<file path="src/rtl/mdu_pkg.sv">
// Shared types and elaboration helpers for the HI/LO multiply sequencer.
package mdu_pkg;

  typedef enum logic [1:0] {
    IDLE = 2'd0,
    RUN  = 2'd1,
    DONE = 2'd2
  } mdu_state_e;

  // Counter width able to hold WIDTH/BITS_PER_CYCLE itself.
  function automatic int cnt_w(input int width, input int bpc);
    return $clog2(width / bpc + 1);
  endfunction

  function automatic bit bpc_legal(input int width, input int bpc);
    return ((bpc == 1) || (bpc == 2) || (bpc == 4)) && ((width % bpc) == 0);
  endfunction

endpackage

</file>
<file path="src/rtl/mdu_step.sv">
// Combinational shift-add step: adds multiplicand * multiplier slice, shifted to pos.
module mdu_step
  import mdu_pkg::*;
#(
  parameter int WIDTH = 32,
  parameter int BPC   = 1,
  parameter int POS_W = 6
) (
  input  logic [2*WIDTH-1:0] acc,
  input  logic [WIDTH-1:0]   mcand,
  input  logic [BPC-1:0]     slice,
  input  logic [POS_W-1:0]   pos,
  output logic [2*WIDTH-1:0] acc_next
);

  logic [2*WIDTH-1:0] pp;

  always_comb begin
    pp       = {{WIDTH{1'b0}}, mcand} * {{(2*WIDTH-BPC){1'b0}}, slice};
    acc_next = acc + (pp << pos);
  end

endmodule

</file>
<file path="src/rtl/hilo_mdu_seq.sv">
// Iterative MULTU sequencer owning HI/LO, with MFHI/MFLO stall generation.
// Optional signed MULT support is enabled with the MDU_SIGNED_EN macro.
module hilo_mdu_seq
  import mdu_pkg::*;
#(
  parameter int WIDTH          = 32,
  parameter int BITS_PER_CYCLE = 1
) (
  input  logic             clk,
  input  logic             reset,
  input  logic             start,
  input  logic [WIDTH-1:0] op_a,
  input  logic [WIDTH-1:0] op_b,
  input  logic             op_signed,
  input  logic             mf_req,
  input  logic             mf_sel,
  output logic             busy,
  output logic             done,
  output logic             stall,
  output logic [WIDTH-1:0] hi,
  output logic [WIDTH-1:0] lo,
  output logic [WIDTH-1:0] mf_data
);

  localparam int STEPS = WIDTH / BITS_PER_CYCLE;
  localparam int CNT_W = cnt_w(WIDTH, BITS_PER_CYCLE);
  localparam int POS_W = $clog2(2 * WIDTH);

  if (!bpc_legal(WIDTH, BITS_PER_CYCLE)) begin : g_bad_bpc
    $error("hilo_mdu_seq: BITS_PER_CYCLE must be 1, 2 or 4 and divide WIDTH");
  end

  mdu_state_e state, state_next;

  logic [WIDTH-1:0]   mcand;
  logic [WIDTH-1:0]   mplier;
  logic [2*WIDTH-1:0] acc;
  logic [2*WIDTH-1:0] acc_next;
  logic [2*WIDTH-1:0] commit_val;
  logic [CNT_W-1:0]   count;
  logic [POS_W-1:0]   pos;
  logic [WIDTH-1:0]   a_load;
  logic [WIDTH-1:0]   b_load;

  mdu_step #(
    .WIDTH(WIDTH),
    .BPC  (BITS_PER_CYCLE),
    .POS_W(POS_W)
  ) u_step (
    .acc     (acc),
    .mcand   (mcand),
    .slice   (mplier[BITS_PER_CYCLE-1:0]),
    .pos     (pos),
    .acc_next(acc_next)
  );

`ifdef MDU_SIGNED_EN
  logic neg;

  always_comb begin
    a_load = (op_signed && op_a[WIDTH-1]) ? -op_a : op_a;
    b_load = (op_signed && op_b[WIDTH-1]) ? -op_b : op_b;
  end

  always_ff @(posedge clk) begin
    if (reset) begin
      neg <= 1'b0;
    end else if (start) begin
      neg <= op_signed & (op_a[WIDTH-1] ^ op_b[WIDTH-1]);
    end
  end

  assign commit_val = neg ? -acc_next : acc_next;
`else
  logic unused_op_signed;

  assign unused_op_signed = op_signed;
  assign a_load           = op_a;
  assign b_load           = op_b;
  assign commit_val       = acc_next;
`endif

  always_ff @(posedge clk) begin
    if (reset) state <= IDLE;
    else       state <= state_next;
  end

  // A new start always wins: it reloads even mid-RUN or in DONE.
  always_comb begin
    state_next = state;
    busy       = 1'b0;
    done       = 1'b0;
    unique case (state)
      IDLE: if (start) state_next = RUN;
      RUN: begin
        busy = 1'b1;
        if (start)                     state_next = RUN;
        else if (count == CNT_W'(1))   state_next = DONE;
      end
      DONE: begin
        done       = 1'b1;
        state_next = start ? RUN : IDLE;
      end
      default: state_next = IDLE;
    endcase
  end

  always_ff @(posedge clk) begin
    if (reset) begin
      mcand  <= '0;
      mplier <= '0;
      acc    <= '0;
      count  <= '0;
      pos    <= '0;
      hi     <= '0;
      lo     <= '0;
    end else if (start) begin
      mcand  <= a_load;
      mplier <= b_load;
      acc    <= '0;
      count  <= CNT_W'(STEPS);
      pos    <= '0;
    end else if (state == RUN) begin
      acc    <= acc_next;
      mplier <= mplier >> BITS_PER_CYCLE;
      count  <= count - CNT_W'(1);
      pos    <= pos + POS_W'(BITS_PER_CYCLE);
      if (count == CNT_W'(1)) begin
        {hi, lo} <= commit_val;
      end
    end
  end

  assign stall   = mf_req & (busy | start);
  assign mf_data = mf_sel ? lo : hi;

endmodule

</file>
<file path="config.mk">
export PLATFORM = sky130hd
export DESIGN_NAME = hilo_mdu_seq
export DESIGN_NICKNAME = d
export VERILOG_FILES = /design/src/rtl/mdu_pkg.sv /design/src/rtl/mdu_step.sv /design/src/rtl/hilo_mdu_seq.sv
export SDC_FILE = /design/constraint.sdc
export NUM_CORES = 1
export LEC_CHECK = 0
export ABC_AREA = 1
export BUFFER_PORTS_ARGS = -buffer_cell sky130_fd_sc_hd__buf_2
export CORE_AREA = 2 2 174 176
export DETAILED_ROUTE_END_ITERATION = 6
export DIE_AREA = 0 0 176 178
export PLACE_DENSITY = 0.79
export SLEW_MARGIN = 5
export SYNTH_ARGS = -nofsm -noshare
export SYNTH_HDL_FRONTEND = slang
export SYNTH_SLANG_ARGS = --single-unit
export TNS_END_PERCENT = 5
</file>
<file path="constraint.sdc">
create_clock -name clk -period 3.01 [get_ports clk]
set_input_delay 0.301 -clock clk [delete_from_list [all_inputs] [get_ports clk]]
set_output_delay 0.301 -clock clk [all_outputs]
set_load 0.1 [all_outputs]
</file>
==> impl_metrics.tcl <==
set metrics [dict create \
    finalCritPeriodShare_pct 128 \
    tightest_slew_ps 1050 \
    worst_setup_hold_path_clk_slew_ps 60 \
    syn_area_per_cell_sq_um 5.77 \
    synth_sequential_area_ratio_pct 25.9 \
    final_total_pwr_mw 7.45 \
    dp_worst_setup_slack_ps -1170 \
    hold_viol 1 \
    dr_wl_met3_microns 7930 \
    synth.net_count 2892 \
    post_drt_via_cell_ratio 5.78 \
    filler_cell_count 2063 \
    fp-row-count 63 \
    diodes 0 \
    synthesis.yosys.warnings 0 \
    status "finished, violations left" \
    wire_per_inst_microns 19.7 \
    buffers_added_on_ports 167 \
    drt_pass1_iterations 6 \
    crit_path_category "reg -> reg" \
    grt_pass1_wl_microns 109000 \
    yosys_register_bits 206 \
    cts_buffers 24 \
    number_of_violations_of_the_max_capacitance_limit 0 \
    detail_route.iter0.violations 2813 \
    gp_congestion 1.08 \
    post_route_cells_drive_above_1_share_pct 34.7 \
    highest_layer "met4" \
    timing.critical_path.from_type "register" \
    areaGrowthSynthToFinish_pct 47.8 \
    yosys.cell_types.count 47 \
    numPlacedInstances 3620 \
    timing.final.setup_violations 121 \
    cts.root.buffer_cell "sky130_fd_sc_hd__clkbuf_16" \
    die_footprint_sq_um 31300 \
    antenna_found_initial 0 \
    wirelength_met1_microns 28600 \
    achievable-frequency_ghz 0.260 \
    dieWidth_microns 176 \
    boundaryPins 169 \
    grt_overflow 0 \
    core_area_sq_um 29400 \
    detailroute.via_count 21400 \
    ant_nets 0 \
    detailedPlacementHpwl_microns 51600 \
    worstPathArrival_ps 4290 \
    timing.clock.skew_ps 18.6 \
    clkLatencyLatePin_ps 550 \
    final_nets 3431 \
    critical_path.endpoint_type "register" \
    final-instance-count-excl-fill 3697 \
    rsz0062_at_grt "true" \
    worst-endpoint-required_ps 3460 \
    biggest_area_consumer_among_synthesized_cells "sky130_fd_sc_hd__dfxtp_1" \
    failing_checks "negative hold slack, negative setup slack" \
    design_area_sq_um 23500 \
    grt_start_max_net_pins 73 \
    max_slew_margin_pct 30.1 \
    hold_class "in -> reg" \
    vias_in_the_first_global_route 20000 \
    post_synth_inst_count 2754 \
    met2_wl_post_dr_microns 31500 \
    powerDensity_nw_per_um2 317 \
    power.static_leakage_nw 11.5 \
    syn-cell-area_sq_um 15900 \
    htreeDepth 1 \
    final_count_of_pins_violating_max_slew 0 \
    ys_top_cells_by_area "sky130_fd_sc_hd__dfxtp_1 26%, sky130_fd_sc_hd__nand2_1 17%, sky130_fd_sc_hd__nor2_1 9.7%" \
    power.ir.vdd_worst_v 0.000432 \
    synthDominantCellAreaShare_pct 25.9 \
    cts.sink_count 206 \
    floorplan.initialDensity_pct 54.1 \
    route.final.wire_length_microns 72800 \
    setup_slack_ps -839 \
    worst-path-max-fanout 21 \
    timing.hold.ws_ps -1.36 \
    tritoncts "built" \
    cts_buffer_depth 3 \
    count_of_unresolved_drc_violations_after_routing 0 \
    fin_crit_ps 3850 \
    die_y_microns 178 \
    postPlaceCellArea_sq_um 20100 \
    fin_util_pct 79.9 \
    grtUsageTotal_pct 44.3 \
]
## synth_stat cells (all sizes together)
master  count
nand2     742
nor2      429
inv       392
o21ai     270
dfxtp     206
nand3     191
a21oi     144
clkbuf     68
ha         67
buf        57
a31oi      39
xor2       22
nor3       21
o21bai     21
o211ai     12
xnor2       9
a21o        8
nor4        8
o22ai       8
nand4       7
mux2i       6
o21a        6
or2         6
and2        5
a211oi      2
nand3b      2
nor3b       2
a21boi      1
clkinv      1
fa          1
o31ai       1
## area by class of cell
cell class | instances | area, sq um | share of cell area [%]
tap | 390 | 488 | 2.08
clock inverter | 11 | 153 | 0.649
timing repair buffer | 638 | 4670 | 19.9
inverter | 393 | 1480 | 6.30
multi-input combinational | 2030 | 12000 | 50.9
sequential | 206 | 4130 | 17.6
clock buffer | 29 | 629 | 2.68
## logic make-up after synthesis
family,after synthesis,share of synthesized area [%]
compound gates,512,17.4
xor+xnor,31,1.71
fa+ha+maj,68,5.40
buf+inv,518,12.8
flops,206,25.9
mux,6,0.456
simple gates,1413,36.3
## cell usage in the layout, fill, tap and decap left out, drive strengths merged, types with 5 or more instances in the layout
cell | Yosys | layout
nor4 | 8 | 8
and2 | 5 | 5
nand3 | 191 | 191
nand4 | 7 | 7
o211ai | 12 | 12
o21bai | 21 | 21
a31oi | 39 | 39
a21oi | 144 | 144
o22ai | 8 | 8
nor2 | 429 | 429
buf | 57 | 615
a21o | 8 | 8
or2 | 6 | 6
dlygate4sd3 | 0 | 22
nand2 | 742 | 742
xnor2 | 9 | 9
clkinv | 1 | 9
inv | 392 | 392
mux2i | 6 | 6
dfxtp | 206 | 206
nor3 | 21 | 21
o21ai | 270 | 270
xor2 | 22 | 22
o21a | 6 | 6
ha | 67 | 67
clkbuf | 68 | 30
## report_power, final
| part | leakage [nW] | total (mW) | internal (mW) | switching, mW |
|---|---|---|---|---|
| clock network | 0.385 | 3.01 | 1.75 | 1.26 |
| registers | 1.68 | 2.92 | 2.83 | 0.0941 |
| logic | 9.48 | 1.52 | 0.590 | 0.931 |
## registers in the layout, summed over array words and instances, names as in the netlist
signal	cells
acc	64
hi	32
lo	32
mcand	32
mplier	32
count	6
pos	6
state	2
## timing repair
item | CTS | global route
hold buffers | 22 | 0
buffers inserted | 11 | 2
cloned | 1 | 1
pin swaps | 63 | 53
setup endpoints to repair | 122 | 122
gates resized for setup | 360 | 211
hold endpoints to repair | 22 | 0
## routing by layer
metal,global-route usage (%),up-vias
met5,0,-
met4,21.5,0
met3,8.08,332
met2,72.1,1513
met1,56.7,9734
li1,-,9803
## critical path: stages, from the launching register on
cell and delay [ps]:
sky130_fd_sc_hd__dfxtp_4 400, sky130_fd_sc_hd__buf_12 170, sky130_fd_sc_hd__buf_4 180, sky130_fd_sc_hd__nand3_1 150, sky130_fd_sc_hd__nand3_2 120, sky130_fd_sc_hd__and2_4 160
sky130_fd_sc_hd__buf_4 100, sky130_fd_sc_hd__nand2_1 40, sky130_fd_sc_hd__nor2_1 120, sky130_fd_sc_hd__inv_2 80, sky130_fd_sc_hd__o21ai_0 210, sky130_fd_sc_hd__o21ai_2 90
sky130_fd_sc_hd__a21oi_2 220, sky130_fd_sc_hd__ha_4 260, sky130_fd_sc_hd__buf_4 140, sky130_fd_sc_hd__nand2_2 100, sky130_fd_sc_hd__nor2_1 80, sky130_fd_sc_hd__inv_2 80
sky130_fd_sc_hd__nor2_1 60, sky130_fd_sc_hd__buf_4 150, sky130_fd_sc_hd__a21oi_2 170, sky130_fd_sc_hd__nor2_1 60, sky130_fd_sc_hd__nor2_1 180, sky130_fd_sc_hd__nand2_1 70
sky130_fd_sc_hd__nand2_1 90, sky130_fd_sc_hd__nand3_1 90, sky130_fd_sc_hd__nand2_1 110, sky130_fd_sc_hd__inv_1 40
## path summary, 6_finish.rpt
path	startpoint	slack (ps)	cells after the start	end
hold reg to reg	mplier[31]	470	2	mplier[31]
setup reg to reg	mplier[0]	-840	27	hi[27]
hold / removal	op_a[0]	-1	3	mcand[0]
setup / recovery	mplier[0]	-840	27	hi[27]
## per-stage QoR
step | hold slack (ps) | TNS (ps)
2_1_floorplan | 414 | -15170
3_3_place_gp | 433 | -88050
3_5_place_dp | 458 | -93110
4_1_cts | 0.151 | -56660
5_1_grt | 16.9 | -92930
6_report | -1.36 | -74770
No activity file was read; power rests on OpenSTA's default activity.
